`config.mk`:
```
export PLATFORM = sky130hd
export DESIGN_NAME = dodge_field_engine
export DESIGN_NICKNAME = d
export VERILOG_FILES = /design/src/rtl/dodge_field_engine.sv
export SDC_FILE = /design/constraint.sdc
export NUM_CORES = 1
export LEC_CHECK = 0
export CAP_MARGIN = 30
export CORE_UTILIZATION = 53
export DETAILED_ROUTE_END_ITERATION = 6
export HOLD_SLACK_MARGIN = 0.1
export MAX_ROUTING_LAYER = met4
export PLACE_DENSITY = 0.71
export SYNTH_ARGS = -nofsm -noshare
export SYNTH_HDL_FRONTEND = slang
export SYNTH_SLANG_ARGS = --single-unit
```
`constraint.sdc`:
```
create_clock -name CLK_50 -period 7.5 [get_ports CLK_50]
set_clock_uncertainty 0.15 [all_clocks]
set_input_delay 2.25 -clock CLK_50 [delete_from_list [all_inputs] [get_ports CLK_50]]
set_output_delay 2.25 -clock CLK_50 [all_outputs]
set_load 0.01 [all_outputs]
```
`src/rtl/dodge_field_engine.sv`:
```
// dodge_field_engine
// ------------------
// Falling-obstacle playfield engine for the dodge game.
//
// The engine holds a ROWS x COLS occupancy field. While a game runs, the
// field drops by one row on every game tick. The engine also:
//   - tracks the player column on the bottom row,
//   - detects collisions between the player and obstacles,
//   - runs the IDLE / RUN / OVER game state machine,
//   - counts the steps survived as the score.
//
// Optional feature macro: SPAWN_LFSR_EN
//   Defined   : a 16-bit Fibonacci LFSR (taps 16,14,13,11, seed 16'hACE1)
//               generates the spawned top row. spawn_row is ignored.
//   Undefined : spawn_row is loaded into the top row on each step.
//
// Ports:
//   CLK_50      in   1        system clock, all state on rising edge
//   RESET       in   1        synchronous active-high reset
//   start       in   1        pulse: begin / restart a game
//   move_left   in   1        pulse: move player one column left
//   move_right  in   1        pulse: move player one column right
//   spawn_row   in   COLS     pattern loaded into the top row on each step
//   rd_row      in   RA_W     display read row address (0 = top)
//   rd_data     out  COLS     field[rd_row], combinational; 0 when out of range
//   player_x    out  PX_W     player column on the bottom row
//   state       out  2        IDLE=0, RUN=1, OVER=2
//   end_game    out  1        high while in OVER
//   score       out  SCORE_W  steps survived
//   step        out  1        one-cycle pulse on each drop step
module dodge_field_engine #(
  parameter  int COLS     = 10,
  parameter  int ROWS     = 20,
  parameter  int TICK_DIV = 5000000,
  parameter  int SCORE_W  = 16,
  localparam int PX_W     = $clog2(COLS),
  localparam int RA_W     = $clog2(ROWS)
) (
  input  logic               CLK_50,
  input  logic               RESET,
  input  logic               start,
  input  logic               move_left,
  input  logic               move_right,
  input  logic [COLS-1:0]    spawn_row,
  input  logic [RA_W-1:0]    rd_row,
  output logic [COLS-1:0]    rd_data,
  output logic [PX_W-1:0]    player_x,
  output logic [1:0]         state,
  output logic               end_game,
  output logic [SCORE_W-1:0] score,
  output logic               step
);

  localparam int CNT_W = $clog2(TICK_DIV);

  localparam logic [PX_W-1:0]  X_MID    = PX_W'(COLS / 2);
  localparam logic [PX_W-1:0]  X_MAX    = PX_W'(COLS - 1);
  localparam logic [CNT_W-1:0] CNT_LAST = CNT_W'(TICK_DIV - 1);
  localparam logic [RA_W:0]    ROWS_L   = (RA_W + 1)'(ROWS);

  typedef enum logic [1:0] {
    IDLE = 2'd0,
    RUN  = 2'd1,
    OVER = 2'd2
  } state_t;

  state_t cur_state;
  state_t nxt_state;

  logic [COLS-1:0]  field      [ROWS];
  logic [COLS-1:0]  next_field [ROWS];
  logic [PX_W-1:0]  next_x;
  logic [CNT_W-1:0] tick_cnt;
  logic [COLS-1:0]  spawn_src;
  logic             step_c;
  logic             collide;

  // A drop step happens only while running, on the last count of the divider.
  assign step_c = (cur_state == RUN) && (tick_cnt == CNT_LAST);

`ifdef SPAWN_LFSR_EN
  logic [15:0] lfsr;
  logic [15:0] lfsr_next;
  logic [31:0] lfsr_mod;

  // Spawn row is derived from the LFSR value after this step's advance:
  // a single obstacle at column (lfsr[7:0] mod COLS), present only when bit 8 is set.
  always_comb begin
    lfsr_next = {lfsr[14:0], lfsr[15] ^ lfsr[13] ^ lfsr[12] ^ lfsr[10]};
    lfsr_mod  = {24'd0, lfsr_next[7:0]} % 32'(COLS);
    spawn_src = '0;
    spawn_src[lfsr_mod[PX_W-1:0]] = lfsr_next[8];
  end

  // The LFSR is reseeded on reset and whenever a new game begins,
  // and advances once per drop step.
  always_ff @(posedge CLK_50) begin
    if (RESET) begin
      lfsr <= 16'hACE1;
    end else if ((cur_state != RUN) && start) begin
      lfsr <= 16'hACE1;
    end else if (step_c) begin
      lfsr <= lfsr_next;
    end
  end
`else
  assign spawn_src = spawn_row;
`endif

  // Next player column.
  // A lone left or right request moves the player, saturating at the edges.
  // Simultaneous requests cancel.
  always_comb begin
    next_x = player_x;
    if (move_left && !move_right && (player_x != '0)) begin
      next_x = player_x - 1'b1;
    end else if (move_right && !move_left && (player_x != X_MAX)) begin
      next_x = player_x + 1'b1;
    end
  end

  // Next field contents.
  // On a step the whole field shifts down one row, the bottom row falls off,
  // and the spawn pattern enters at the top.
  always_comb begin
    for (int i = 0; i < ROWS; i++) begin
      next_field[i] = field[i];
    end
    if (step_c) begin
      next_field[0] = spawn_src;
      for (int i = 1; i < ROWS; i++) begin
        next_field[i] = field[i-1];
      end
    end
  end

  // The collision test uses the post-update field and player position.
  // This catches both an obstacle landing on the player and the player
  // stepping into an occupied cell.
  assign collide = (cur_state == RUN) && next_field[ROWS-1][next_x];

  // State register.
  always_ff @(posedge CLK_50) begin
    if (RESET) begin
      cur_state <= IDLE;
    end else begin
      cur_state <= nxt_state;
    end
  end

  // Next-state logic.
  // start is only honoured outside RUN.
  always_comb begin
    nxt_state = cur_state;
    unique case (cur_state)
      IDLE:    if (start)   nxt_state = RUN;
      RUN:     if (collide) nxt_state = OVER;
      OVER:    if (start)   nxt_state = RUN;
      default: nxt_state = IDLE;
    endcase
  end

  // State-derived outputs.
  always_comb begin
    end_game = (cur_state == OVER);
    step     = step_c;
  end

  assign state = cur_state;

  // Playfield datapath.
  // Everything is frozen outside RUN, except for the clear that happens
  // when a new game starts.
  always_ff @(posedge CLK_50) begin
    if (RESET) begin
      for (int i = 0; i < ROWS; i++) begin
        field[i] <= '0;
      end
      player_x <= X_MID;
      score    <= '0;
      tick_cnt <= '0;
    end else if (cur_state == RUN) begin
      for (int i = 0; i < ROWS; i++) begin
        field[i] <= next_field[i];
      end
      player_x <= next_x;
      if (tick_cnt == CNT_LAST) begin
        tick_cnt <= '0;
      end else begin
        tick_cnt <= tick_cnt + 1'b1;
      end
      if (step_c && !collide && !(&score)) begin
        score <= score + 1'b1;
      end
    end else if (start) begin
      for (int i = 0; i < ROWS; i++) begin
        field[i] <= '0;
      end
      player_x <= X_MID;
      score    <= '0;
      tick_cnt <= '0;
    end
  end

  // Display read port.
  // Addresses at or beyond ROWS read as empty.
  always_comb begin
    rd_data = '0;
    if ({1'b0, rd_row} < ROWS_L) begin
      rd_data = field[rd_row];
    end
  end

endmodule

```
==> out/qor.yml <==
cts:
  ctsHtreeMaxLevel: 1
  clockBufferDepth: 3
  cts.hold.buffers_added: 0
  post_cts_buffers: 0
  clk_latency_ns: 0.52
  cts_root_buf: "clkbuf_16"
  numCtsBuffers: 26
  cts_resized: 0
  cts_tree: "yes"
  clock_sinks: 245
  path_clk_slew_ns: 0.06
worst_setup_path:
  crit_required_ns: 5.10
  critPathLaunchType: "input pin"
  crit_path_frequent_cell: "mux4_2"
  slowest_stage: "mux4_2"
  crit_arrival_ns: 4.59
  worst_setup_path_end_kind: "primary output"
  crit_chain: "buf_4 > buf_12 > mux4_2 > mux4_2 > mux2i_1 > nor2_1 > clkdlybuf4s50_1"
  crit_type: "in2out"
  path_max_fanout: 23
  max_stage_delay_ns: 0.53
logic_synthesis:
  syn_avg_cell_area_um2: 12.7
  seq_area_frac_synth: 0.576
  synth_area_mm2: 0.0120
  synth.most_common_cell: "edfxtp_1"
  synthFlopType: "edfxtp_1"
  synth_area_leader_cell: "edfxtp_1"
  syn_nets: 967
  yosys-top-cells-count: "200 x edfxtp_1, 183 x and2_1, 63 x nand2_1, 60 x mux4_2, 47 x o21ai_0"
  yosys_warnings: 0
  async_flop_share: 0
  synth_edf_count: 200
  synth.distinct_cells: 63
  synth_top_area_frac: 0.501
  ys_ff_latch: 245
  synth_area_leaders: "edfxtp_1 50%, mux4_2 11%, and2_1 9.5%"
  synth_cells: 942
die:
  row_count: 54
  die_x_um: 152
  core_area_mm2: 0.0220
  die_y_um: 152
  dieArea_mm2: 0.0232
  ioPinCount: 54
  initial_utilization: 0.544
route:
  drc: 7
  routed_wl_um: 24100
  via_count: 7609
  wl_per_cell_um: 18.9
  dr.pass1.iters: 7
  ant_nets: 0
  via_per_inst: 5.96
  drt_first_iter_violations: 754
power:
  p_switching_uw: 703
  vdd_drop_max_v: 0.000128
  swShare: 0.221
  pwr-share-comb: 0.076
  powerDensity_mw_per_mm2: 232
  p_int_uw: 2480
  p_clk_frac: 0.425
  pwr-share-seq: 0.499
  power_leakage_uw: 0.00498
timing:
  worst_slack_ns: 0.511
  drv_slew: 0
  rsz0062_at_grt: "false"
  period_share: 0.932
  max_slew_margin: 0.409
  fmax_mhz: 143
  hold_slack_ns: 0.329
  setup_tns_ns: 0
  worst_pin_slew_ns: 0.885
  fin_crit_ns: 6.99
  hold_viol: 0
  setup_viol: 0
placement:
  gp_congestion: 0.848
  port_buffers: 53
  dpl_worst_slack_ns: 0.446
  hpwl_um: 15200
cells_and_area:
  utilization: 0.623
  finalNetCount: 1002
  fillCellCount: 1679
  num_antenna_cells: 0
  drive_above_1_share: 0.137
  area_delta_synth_final_pct: 14.4
global_route:
  grt_max_degree: 181
  grt_pass1_wl_um: 40000
  grt_overflow: 0
  first_global_vias: 7302
  track_usage: 0.220
  antenna_found_initial: 0
run:
  max_cap_violations: 0
outcome:
  status: "finished with violations"
  violations: "design-rule violations"
hold_path:
  hold_path_class: "reg2reg"
## kinds of logic after synthesis
| kind of cell | after synthesis | synth area share |
|---|---|---|
| and+or+nand+nor | 408 | 0.196 |
| DFF | 245 | 0.576 |
| xor gates and xnor gates | 6 | 0.00501 |
| buffers and inverters | 75 | 0.0250 |
| adders and majority gates | 5 | 0.00522 |
| muxes | 79 | 0.129 |
| AOI/OAI and AO/OA | 124 | 0.0636 |
## area by class of cell
| type | instances | area (um2) | share of cell area |
|---|---|---|---|
| Clock buffer | 35 | 736 | 0.0536 |
| Clock inverter | 13 | 163 | 0.0119 |
| Inverter | 10 | 37.5 | 0.00274 |
| Multi-Input combinational cell | 622 | 4800 | 0.350 |
| Sequential cell | 245 | 6910 | 0.503 |
| Tap cell | 280 | 350 | 0.0255 |
| Timing Repair Buffer | 72 | 723 | 0.0527 |
## sequential cells by signal (all words and copies together) (netlist names)
signal / count
tick_cnt: 23
field: 200
state: 2
score: 16
player_x: 4
## metal layers
metal  routed length [um]  part of all wire  GRT usage  vias up
met2                11300              0.47      0.337      185
li1                     -                 -          -     3595
met4                  306             0.013     0.0457        0
met5                    0                 0          -        -
met1                11300              0.47      0.320     3800
met3                 1170             0.048     0.0250       29
## cell usage in the layout (no fill, tap or decap), types with 5 or more instances in the layout
master	instances
clkbuf_16	27
mux2i_1	15
nor2_1	40
a21oi_1	34
inv_1	10
o21ai_0	47
and3_1	19
nand4_1	14
nand3_1	16
nand2b_1	18
and2_1	183
nor3_1	10
edfxtp_1	200
mux4_2	60
a2111oi_0	6
clkdlybuf4s50_1	51
clkbuf_1	5
dfxtp_1	45
buf_4	15
a31oi_1	9
ha_1	5
or3_1	11
nand2_1	62
## worst paths after layout
path,from,endpoint,slack (ns),depth (start not counted)
worst min-delay path,tick_cnt[22]$_SDFFE_PP0P_,tick_cnt[22]$_SDFFE_PP0P_,0.33,1
worst max register to register,player_x[0]$_SDFFE_PP1P_,score[13]$_SDFFE_PP0P_,2.98,11
worst max-delay path,rd_row[0],rd_data[4],0.51,7
worst min register to register,tick_cnt[22]$_SDFFE_PP0P_,tick_cnt[22]$_SDFFE_PP0P_,0.33,1
## power groups by stage
stage / clock network [uW] / registers (uW) / logic (uW)
floorplan: 0 / 1600 / 173
global placement: 0 / 1610 / 237
detailed placement: 0 / 1610 / 241
CTS: 1370 / 1590 / 243
global route: 1420 / 1590 / 263
finish: 1350 / 1590 / 243
## through the flow
stage | area (um2) | std cells | power, uW
2_1_floorplan | 12000 | 942 | 1770
3_3_place_gp | 12800 | 1228 | 1850
3_5_place_dp | 12800 | 1228 | 1850
5_1_grt | 13700 | 1277 | 3280
4_1_cts | 13700 | 1276 | 3200
6_report | 13700 | 1277 | 3180
## worst max-delay path, delay by kind of cell
family	cells	cell delay, ns
mux	3	1.21
simple gates	1	0.06
buf+inv	3	1.04
Note: power is estimated with default switching activity, not from simulation.
